`src/rtl/rtype_sequencer.sv`:
```
// ============================================================================
// Module   : rtype_sequencer
// Purpose  : Multi-cycle FETCH/DECODE/EXEC/WB sequencer for the R-type
//            integer datapath. It fetches over a req/ack port, decodes into
//            the 4-bit ALU control, stretches EXEC for MUL and pulses rf_we.
// Options  : RTYPE_SEQ_PERF_EN adds the cycle_count/retire_count outputs.
// Revision : 1.0 - initial release
// ============================================================================
`default_nettype none

module rtype_sequencer #(
  parameter int                  PC_WIDTH   = 32,
  parameter logic [PC_WIDTH-1:0] RESET_PC   = '0,
  parameter int                  MUL_CYCLES = 4
) (
  input  logic                clk,
  input  logic                reset,
  input  logic                run,
  output logic                imem_req,
  output logic [PC_WIDTH-1:0] imem_addr,
  input  logic                imem_ack,
  input  logic [31:0]         imem_rdata,
  output logic [31:0]         instr,
  output logic [3:0]          alu_op,
  output logic                rf_we,
  output logic [PC_WIDTH-1:0] pc,
  output logic                busy,
  output logic                illegal
`ifdef RTYPE_SEQ_PERF_EN
  ,
  output logic [31:0]         cycle_count,
  output logic [31:0]         retire_count
`endif
);

  typedef enum logic [2:0] {
    S_IDLE   = 3'd0,
    S_FETCH  = 3'd1,
    S_DECODE = 3'd2,
    S_EXEC   = 3'd3,
    S_WB     = 3'd4,
    S_HALT   = 3'd5
  } state_t;

  localparam logic [6:0] C_OPC_RTYPE = 7'b0110011;
  localparam logic [6:0] C_F7_ZERO   = 7'h00;
  localparam logic [6:0] C_F7_ALT    = 7'h20;

  localparam logic [3:0] C_OP_AND = 4'b0000;
  localparam logic [3:0] C_OP_OR  = 4'b0001;
  localparam logic [3:0] C_OP_ADD = 4'b0010;
  localparam logic [3:0] C_OP_SLL = 4'b0011;
  localparam logic [3:0] C_OP_SUB = 4'b0100;
  localparam logic [3:0] C_OP_SRL = 4'b0101;
  localparam logic [3:0] C_OP_MUL = 4'b0110;
  localparam logic [3:0] C_OP_XOR = 4'b0111;

  // Counter holds remaining extra EXEC cycles, so MUL loads MUL_CYCLES-1.
  localparam logic [3:0]          C_MUL_LOAD = 4'(MUL_CYCLES - 1);
  localparam logic [PC_WIDTH-1:0] C_PC_STEP  = PC_WIDTH'(4);

  state_t              state_q;
  logic [PC_WIDTH-1:0] pc_q;
  logic [31:0]         instr_q;
  logic [3:0]          alu_op_q;
  logic [3:0]          mul_cnt_q;
  logic                imem_req_q;
  logic                rf_we_q;
  logic                busy_q;
  logic                illegal_q;

  logic [3:0]          dec_op_d;
  logic                dec_legal_d;
  logic                dec_mul_d;

  logic [6:0]          funct7_w;
  logic [2:0]          funct3_w;
  logic                f7_zero_w;

  assign funct7_w  = instr_q[31:25];
  assign funct3_w  = instr_q[14:12];
  assign f7_zero_w = (funct7_w == C_F7_ZERO);

  // Decode the latched instruction into ALU control and a legality flag.
  always_comb begin
    dec_op_d    = C_OP_AND;
    dec_legal_d = 1'b0;
    dec_mul_d   = 1'b0;
    if (instr_q[6:0] == C_OPC_RTYPE) begin
      case (funct3_w)
        3'd0: begin
          if (f7_zero_w) begin
            dec_op_d    = C_OP_ADD;
            dec_legal_d = 1'b1;
          end else if (funct7_w == C_F7_ALT) begin
            dec_op_d    = C_OP_SUB;
            dec_legal_d = 1'b1;
          end
        end
        3'd7: begin dec_op_d = C_OP_AND; dec_legal_d = f7_zero_w; end
        3'd6: begin dec_op_d = C_OP_OR;  dec_legal_d = f7_zero_w; end
        3'd1: begin dec_op_d = C_OP_SLL; dec_legal_d = f7_zero_w; end
        3'd5: begin dec_op_d = C_OP_SRL; dec_legal_d = f7_zero_w; end
        3'd2: begin
          dec_op_d    = C_OP_MUL;
          dec_legal_d = f7_zero_w;
          dec_mul_d   = 1'b1;
        end
        3'd4: begin dec_op_d = C_OP_XOR; dec_legal_d = f7_zero_w; end
        default: dec_legal_d = 1'b0;
      endcase
    end
  end

  // Sequencer FSM; every strobe is registered alongside the state transition.
  always_ff @(posedge clk) begin
    if (reset) begin
      state_q    <= S_IDLE;
      pc_q       <= RESET_PC;
      instr_q    <= '0;
      alu_op_q   <= C_OP_AND;
      mul_cnt_q  <= '0;
      imem_req_q <= 1'b0;
      rf_we_q    <= 1'b0;
      busy_q     <= 1'b0;
      illegal_q  <= 1'b0;
    end else begin
      rf_we_q <= 1'b0;
      case (state_q)
        S_IDLE: begin
          if (run) begin
            state_q    <= S_FETCH;
            imem_req_q <= 1'b1;
            busy_q     <= 1'b1;
          end
        end
        S_FETCH: begin
          if (imem_ack) begin
            instr_q    <= imem_rdata;
            imem_req_q <= 1'b0;
            state_q    <= S_DECODE;
          end
        end
        S_DECODE: begin
          if (dec_legal_d) begin
            alu_op_q  <= dec_op_d;
            mul_cnt_q <= dec_mul_d ? C_MUL_LOAD : 4'd0;
            state_q   <= S_EXEC;
          end else begin
            illegal_q <= 1'b1;
            busy_q    <= 1'b0;
            state_q   <= S_HALT;
          end
        end
        S_EXEC: begin
          if (mul_cnt_q == 4'd0) begin
            rf_we_q <= 1'b1;
            state_q <= S_WB;
          end else begin
            mul_cnt_q <= mul_cnt_q - 4'd1;
          end
        end
        S_WB: begin
          pc_q <= pc_q + C_PC_STEP;
          if (run) begin
            imem_req_q <= 1'b1;
            state_q    <= S_FETCH;
          end else begin
            busy_q  <= 1'b0;
            state_q <= S_IDLE;
          end
        end
        S_HALT: begin
          state_q <= S_HALT;
        end
        default: begin
          state_q    <= S_IDLE;
          imem_req_q <= 1'b0;
          busy_q     <= 1'b0;
        end
      endcase
    end
  end

`ifdef RTYPE_SEQ_PERF_EN
  logic [31:0] cycle_cnt_q;
  logic [31:0] retire_cnt_q;

  // Free-wrapping performance counters for busy cycles and retirements.
  always_ff @(posedge clk) begin
    if (reset) begin
      cycle_cnt_q  <= '0;
      retire_cnt_q <= '0;
    end else begin
      if (busy_q)  cycle_cnt_q  <= cycle_cnt_q + 32'd1;
      if (rf_we_q) retire_cnt_q <= retire_cnt_q + 32'd1;
    end
  end

  assign cycle_count  = cycle_cnt_q;
  assign retire_count = retire_cnt_q;
`endif

  assign imem_req  = imem_req_q;
  assign imem_addr = pc_q;
  assign instr     = instr_q;
  assign alu_op    = alu_op_q;
  assign rf_we     = rf_we_q;
  assign pc        = pc_q;
  assign busy      = busy_q;
  assign illegal   = illegal_q;

endmodule

`default_nettype wire

```
`config.mk`:
```
export PLATFORM = sky130hd
export DESIGN_NAME = rtype_sequencer
export DESIGN_NICKNAME = d
export VERILOG_FILES = /design/src/rtl/rtype_sequencer.sv
export SDC_FILE = /design/constraint.sdc
export NUM_CORES = 1
export LEC_CHECK = 0
export ABC_CLOCK_PERIOD_IN_PS = 2200
export CORE_ASPECT_RATIO = 0.75
export CORE_MARGIN = 2
export CORE_UTILIZATION = 35
export CTS_BUF_LIST = sky130_fd_sc_hd__clkbuf_8 sky130_fd_sc_hd__clkbuf_16
export CTS_CLUSTER_DIAMETER = 150
export DETAILED_ROUTE_END_ITERATION = 10
export PLACE_DENSITY = 0.64
export RECOVER_POWER = 100
export SLEW_MARGIN = 20
export SYNTH_ARGS = -nofsm -noshare
export SYNTH_HDL_FRONTEND = slang
export SYNTH_SLANG_ARGS = --single-unit
```
`constraint.sdc`:
```
create_clock -name clk -period 2.2 [get_ports clk]
set_input_delay 0.44 -clock clk [delete_from_list [all_inputs] [get_ports clk]]
set_output_delay 0.44 -clock clk [all_outputs]
set_load 0.01 [all_outputs]
```
; ---- After elaboration in Yosys (flattened, before gate mapping)
; Cells that the tools add are included.
[totals]
ff_bits = 79
input_bits = 36
word_cells = 80
[classes]
muxes = 27
bitwise_logic = 4
addsub = 2
n_eq_ne = 21
n_reduce_logical = 17
[ops]
columns = operator, count
row1 = $pmux 3 s6, 2
row2 = $add 32x3->32 const B, 1
row3 = $mux 3, 7
row4 = $eq 3x3->1 const B, 6
row5 = $eq 7x6->1 const B, 2
row6 = $ne 2x2->1 const B, 7
row7 = $mux 1, 11
row8 = $eq 3x2->1 const B, 3
row9 = $reduce_and 3->1, 3
row10 = $mux 4, 2
row11 = $pmux 4 s2, 1
row12 = $logic_not 7->1, 1
row13 = $eq 3x1->1 const B, 2
row14 = $logic_not 3->1, 2
row15 = $reduce_and 2->1, 3
row16 = $reduce_or 3->1, 2
row17 = $reduce_or 6->1, 1
row18 = $logic_not 4->1, 1
row19 = $not 1->1, 4
row20 = $pmux 1 s4, 1
row21 = $reduce_and 4->1, 1
row22 = $reduce_or 2->1, 2
row23 = $sub 4x1->4 const B, 1
row24 = $pmux 1 s3, 1
row25 = other kinds (4), 4

; ---- Longest topological paths before layout
; Gate-level depths: netlist of run 1.
[logic_depth]
ltp_word = 7
depth_mapped = 8
ltp_nobuf = 7

; ---- Least setup slack after synthesis of run 1
; OpenSTA, ideal clock, no wires.
[synth_timing]
path_kind = flip-flop to flip-flop
startpoint = register mul_cnt_q[0]
endpoint = register state_q[0]
path_slack_ns = 0.499
setup_time_ns = 0.137
path_buffers = 1
required_time_ns = 2.063
arrival_ns = 1.565
synth_period_minus_slack_ns = 1.701
stages_incl_launch_ff = 8
cell_sequence = dfxtp_1 inv_1 ha_1 or3b_2 nor2b_1 buf_2 nor4b_1 a2111oi_0
[synth_between]
elab_chain_len = 3
[synth_rtl]
columns = element, line_no
row1 = from (decl), 66  ; logic [3:0] mul_cnt_q;
row2 = from (signal assigned), 147  ; mul_cnt_q <= dec_mul_d ? C_MUL_LOAD : 4'd0;
row3 = from (signal assigned), 160  ; mul_cnt_q <= mul_cnt_q - 4'd1;
row4 = $logic_not 4->1, 156  ; if (mul_cnt_q == 4'd0) begin
row5 = $ne 2x2->1 (no line), --
row6 = $reduce_and 3->1 (no line), --
row7 = to (signal assigned), 152  ; state_q <= S_HALT;
row8 = to (signal assigned), 158  ; state_q <= S_WB;
row9 = to (signal assigned), 167  ; state_q <= S_FETCH;
row10 = to (decl), 62  ; state_t state_q;
; Every way passes these cells.
; A chain may end at the register's enable or synchronous reset.

; ---- Final worst setup path of run 1
[layout_timing]
startpoint = register state_q[1]
endpoint = register mul_cnt_q[1]
[layout_between]
elab_chain_len = 3
word_cells_on_any_way = 7
classes_between = 4 x eq/ne / 1 x mux / 2 x reduce/logical
[layout_rtl]
columns = element, line_no
row1 = from (signal assigned), 118  ; state_q <= S_IDLE;
row2 = from (signal assigned), 132  ; state_q <= S_FETCH;
row3 = from (signal assigned), 141  ; state_q <= S_DECODE;
row4 = $eq 3x2->1, 129  ; case (state_q)
row5 = $ne 2x2->1 (no line) or $reduce_bool 2->1 (tied branches), --
row6 = $reduce_and 3->1 (no line), --
; Several ways; a longest one is shown, not always the timed one.

==> metrics.yaml, run 1 <==
main_combinational_cell_family_by_area_after_synthesis: "simple AND/OR/NAND/NOR gates"
finalClockSkew_ps: 6.93
path_class: "reg -> reg"
hold_end: "alu_op[2]"
syn-cell-area_um2: 3540
synth.ff_latch_count: 76
p_leak_nw: 2.10
synthesis.instances: 427
multiInputGateArea_um2: 1640
cts.root.buffer_cell: "clkbuf_16"
violation_count_after_the_first_detailed_route_iteration: 185
first_global_vias: 3121
dp.cells: 646
hold-path-cell-count: 2
place_congestion: 0.720
gr-usage-met3_pct: 8.17
drt.antenna.violating_nets: 0
seq_area_frac_synth_pct: 42.9
fp.dieH_um: 91.2
final_util_pct: 52.2
finalCriticalPeriod_ps: 2010
slew_headroom_pct: 50.3
worst_r2r_startpoint: "state_q[1]"
crit_path_max_fanout: 14
clk_pin_slew_worst_paths_ps: 60
finalNetCount: 563
finalWorstSetupSlack_ps: 186
port_buffers: 134
final_design_area_no_fill_um2: 5080
grt_pass1_wl_um: 15500
drt_pass1_iterations: 4
min-delay-path-class: "reg -> reg"
fp.dieArea_um2: 11000
number_of_antenna_violations_at_the_first_check_in_global_routing: 0
finalHoldViolCount: 0
drt-total-wl_um: 9320
run_status: "completed"
post_synth_fa_ha_maj_area_fraction_pct: 0.706
number_of_gates_given_a_new_drive_strength_after_cts: 0
gr-usage-all-layers_pct: 17.7
numClockSinks: 76
power_mw: 3.32
dp_slack_ps: 214
report.final.slew_viol_count: 0
final.setup.tns_ps: 0
groute.layer.met2.usage_pct: 26.3
place_area_um2: 4780
cts_tree: "yes"
timing.reg2reg.worst_path_depth: 5
arrival_ps: 2230
cts-root-to-sink-buffers: 2
synth.mux.area_fraction_pct: 0.565
clk_latency_ps: 340
grt_start_max_net_pins: 39
tightest_slew_ps: 745
synth.yosys.warnings: 0
initial_core_util_pct: 36.4
grt_overflow_total: 0
post_synth_xor_area_fraction_pct: 6.92
grt-busiest-layer: "met2"
viasPerCell: 4.83
postCtsSetupBuffers: 0
instances_no_fill: 661
number_of_max_cap_violations: 0
power_per_cell_area_nw_per_um2: 655
core-area_um2: 9740
worst-endpoint-required_ps: 2420
vias: 3190
reg2reg_slack_ps: 190
worst_hold_startpoint: "alu_op[2]"
hold-worst-slack_ps: 449
dp_hpwl_um: 6530
detailed_route_wire_length_per_cell_um: 14.1
nFillCells: 946
setup_viol_count_final: 0
ctsHoldBuffers: 0
insertedDiodeCount: 0
ctsHtreeMaxLevel: 3
startpoint_kind_of_the_worst_setup_timing_path: "flop"
layout_worst_path_cycle_share_pct: 91.6
post_synthesis_share_of_cell_area_spent_on_and_or_nand_and_nor_gates_pct: 27.8
pin_count: 140
area.growth.synth_to_final_pct: 43.3
final-seq-area_um2: 1520
rr_endpoint: "mul_cnt_q[1]"
numCtsBuffers: 9
use_met1_pct: 22.5
worst_setup_path_end_kind: "flop"
row_count: 31
post-route-drc-count: 0
die_x_um: 120
layout-drive-gt1-share_pct: 6.43
ys_types: 49
vdd.ir_drop.worst_uv: 301
compound_gate_fraction_of_synth_area_pct: 10.0
grt_setup_unrepaired: "false"
timing.fmax_ghz: 0.496
postSynthAreaPerCell_um2: 8.30
## power breakdown
part,internal [mW],switching [mW]
registers,1.41,0.0340
clock network,1.05,0.561
logic,0.141,0.131
## worst max path at each step
| stage | from | end |
|---|---|---|
| after floorplan | mul_cnt_q[0] | state_q[0] |
| after global placement | state_q[0] | state_q[0] |
| after detailed placement | state_q[1] | mul_cnt_q[0] |
| after CTS | state_q[1] | mul_cnt_q[0] |
| after global routing | state_q[1] | alu_op[1] |
| final | state_q[1] | mul_cnt_q[1] |
## logic make-up after synthesis
| kind of cell | count (synthesis) |
|---|---|
| flops | 76 |
| other cells | 1 |
| xor+xnor | 28 |
| fa+ha+maj | 2 |
| mux | 2 |
| compound gates | 63 |
| simple gates | 191 |
| buf+inv | 64 |
## cells in the final DEF, fill, tap and decap left out, types with 6 or more instances in the layout
cell | Yosys | final
clkbuf_16 | 0 | 9
o21ai_0 | 7 | 7
nor3_1 | 10 | 10
nor2_1 | 39 | 39
clkdlybuf4s50_1 | 0 | 34
nand2_1 | 78 | 78
dlygate4sd3_1 | 0 | 99
xor2_1 | 14 | 14
dfxtp_1 | 76 | 76
nand4_1 | 6 | 6
nand3_1 | 17 | 17
a21oi_1 | 43 | 43
xnor2_1 | 14 | 14
## metal layers
metal	share of wire, %	up-vias
li1	-	1605
met1	47	1498
met2	43	80
met3	8.1	7
met4	1.3	0
met5	0	-
## registers in the layout (all words and copies together), names as in the netlist
name       cells
imem_req       1
alu_op         3
state_q        3
illegal        1
busy           1
instr         32
imem_addr     30
mul_cnt_q      4
rf_we          1
## layout make-up
class                           count  area share, %
Multi-Input combinational cell    291           32.2
Inverter                            5          0.369
Clock inverter                      4           1.43
Sequential cell                    76           30.0
Timing Repair Buffer              142           27.8
Clock buffer                       11           4.98
Tap cell                          132           3.25
## worst max-delay path, cell delays in order (launching register included)
cell and delay, ps:
dfxtp_1 620, nor3b_1 330, and2_1 190, and4_1 440, o221ai_1 170, o311a_1 160
## synthesized netlist by cell type (all sizes together)
library cell	number	area, um^2
ha	2	25.0
nor4b	2	23.8
and3	6	38.8
o2111ai	1	8.76
nor2b	2	12.5
inv	5	18.8
nand3	18	95.1
and4bb	1	16.3
o311a	2	20.0
clkbuf	15	56.3
nand4bb	1	11.3
a31oi	1	6.26
nor3b	3	33.8
and4	5	45.0
a41oi	1	8.76
nand2b	1	6.26
nor4	6	52.6
o21ai	8	40.0
conb	1	3.75
o221ai	2	17.5
mux2i	2	20.0
or3b	1	8.76
o31ai	1	7.51
buf	44	313
dfxtp	76	1520
or3	3	18.8
xor2	14	123
o211ai	1	7.51
nand2	78	293
xnor2	14	123
nor3	10	50.1
o22ai	1	6.26
and2	3	18.8
nand4	10	96.4
a21oi	43	215
nor2	39	146
nand3b	2	18.8
a2111oi	2	17.5
No activity file was read; power rests on OpenSTA's default activity.
==> run 2, diff against run 1 <==
CORE_MARGIN = default   (was 2)
CTS_CLUSTER_DIAMETER = 80   (was 150)
==> run 2 against run 1 <==
Worst hold slack worse by 0.89 ps. Clock power is 13% lower. Die area is 3.8% lower. Non-clock buffer count decreased by 2. Clock-buffer cell count fell by 2. Sequential power about the same. Power is 6.4% lower. Design area is 1.3% lower. Critical path type unchanged. Critical endpoint is now imem_addr[21]. Largest cell class unchanged.
==> metrics.yaml, run 2 (synthesis results as in run 1) <==
largest_register_ff_count: 32  # unchanged
dp_hpwl_um: 6470  # -0.91%
insertedDiodeCount: 0  # unchanged
hold-path-cell-count: 2  # unchanged
die_x_um: 118  # -1.7%
layout_commonest_cell: "dlygate4sd3_1"
path_class: "reg -> reg"
number_of_antenna_violations_at_the_first_check_in_global_routing: 0  # unchanged
area.growth.synth_to_final_pct: 41.5
fp.dieH_um: 89.2  # -2.2%
vdd.ir_drop.worst_uv: 397  # +32%
timing.reg2reg.worst_path_depth: 5  # unchanged
slew_headroom_pct: 50.3  # about the same
startpoint_kind_of_the_worst_setup_timing_path: "flop"
cts.root.buffer_cell: "clkbuf_16"
initial_core_util_pct: 36.4  # unchanged
power_mw: 3.11  # -6.4%
postCtsSetupBuffers: 0  # unchanged
worst_r2r_startpoint: "state_q[2]"
row_count: 31  # unchanged
finalCriticalPeriod_ps: 2030  # +11.1 ps
port_buffers: 134  # unchanged
finalNetCount: 561  # -0.36%
number_of_gates_given_a_new_drive_strength_after_cts: 0  # unchanged
layout-drive-gt1-share_pct: 5.32  # -1.1 points
final_util_pct: 51.5  # -0.67 points
number_of_max_cap_violations: 0  # unchanged
finalHoldViolCount: 0  # unchanged
cts-root-to-sink-buffers: 2  # unchanged
run_status: "completed"
cts_tree: "yes"
worst-endpoint-required_ps: 2400  # -20 ps
layout_common_cells: "dlygate4sd3_1 (99), nand2_1 (78), dfxtp_1 (76)"
numCtsBuffers: 9  # unchanged
gr-usage-all-layers_pct: 17.9  # +0.17 points
grt_start_max_net_pins: 40  # +2.6%
final.setup.tns_ps: 0  # unchanged
violation_count_after_the_first_detailed_route_iteration: 121  # -35%
first_global_vias: 2956  # -5.3%
arrival_ps: 2220  # about the same
setup_viol_count_final: 0  # unchanged
report.final.slew_viol_count: 0  # unchanged
crit_start: "state_q[2]"
viasPerCell: 4.87  # +0.90%
vias: 3204  # +0.44%
grt_pass1_wl_um: 14600  # -6.0%
drt-total-wl_um: 9330  # +0.13%
grt_overflow_total: 0  # unchanged
post-route-drc-count: 0  # unchanged
clk_pin_slew_worst_paths_ps: 60  # about the same
finalClockSkew_ps: 6.89  # -0.0389 ps
clk_latency_ps: 340  # about the same
core-area_um2: 9740  # unchanged
drt.antenna.violating_nets: 0  # unchanged
tightest_slew_ps: 745  # -0.162 ps
place_congestion: 0.750  # +4.2%
ctsHtreeMaxLevel: 3  # unchanged
numClockSinks: 76  # unchanged
detailed_route_wire_length_per_cell_um: 14.2  # +0.59%
instances_no_fill: 658  # -0.45%
dp.cells: 644  # -0.31%
p_leak_nw: 2.08  # -0.90%
min-delay-path-class: "reg -> reg"
hold-worst-slack_ps: 448  # -0.894 ps
crit_path_max_fanout: 12  # -2
power_per_cell_area_nw_per_um2: 621  # -5.1%
pin_count: 140  # unchanged
fp.dieArea_um2: 10500  # -3.8%
layout_worst_path_cycle_share_pct: 92.1  # +0.51 points
timing.fmax_ghz: 0.494  # -0.55%
grt_setup_unrepaired: "false"
drt_pass1_iterations: 4  # unchanged
worst_hold_startpoint: "instr[10]"
ctsHoldBuffers: 0  # unchanged
worst_setup_path_end_kind: "flop"
## run 2: changes by cell type in the layout (fill, tap and decap cells not counted), sizes merged
cell,change
clkbuf,-2
buf,-2
bufinv,-1
clkinvlp,-1
clkinv,+1
inv,+2
## run 2: layer usage
layer | part of all wire (%) | up-vias | global-route usage (%) | wire, um
met3 | 8.2 | 11 | 7.91 | 761
met1 | 45 | 1511 | 22.1 | 4230
met4 | 1.4 | 0 | 7.46 | 131
met2 | 45 | 86 | 27.3 | 4200
li1 | - | 1596 | - | -
met5 | 0 | - | 0 | 0
## run 2: final cells by class
type,count,area (um^2)
timing repair buffer,140,1400
clock inverter,5,47.5
fill,971,4720
sequential,76,1520
tap,132,165
multi-input combinational,291,1640
clock buffer,9,225
inverter,5,18.8
## run 2: critical path, stage by stage (launching register included)
cell and delay, ps:
dfxtp_1 530, nor3b_4 370, nand4_2 300, nor4_1 470, xnor2_1 160, nor2_1 50
## run 2: final timing paths
kind                        end  slack, ps
hold / removal        instr[10]        450
setup / recovery  imem_addr[21]        170
setup reg to reg  imem_addr[21]        170
hold reg to reg       instr[10]        450
## run 2: stage by stage
step,setup slack [ps],instance area (um^2)
finish,175,5010
global route,13.1,5010
CTS,184,5030
detailed placement,229,4760
global placement,350,4760
floorplan,499,3560
## run 2: where the power goes
part / internal (mW) / switching, mW / leakage (nW)
sequential: 1.41 / 0.0344 / 0.615
clock: 0.852 / 0.544 / 0.144
combinational: 0.141 / 0.130 / 1.32
==> run 3, diff against run 2 <==
CTS_CLUSTER_DIAMETER = default   (was 80)
==> results of run 3 <==
Same layout as run 2: the final DEF is identical, and so are final timing and power.
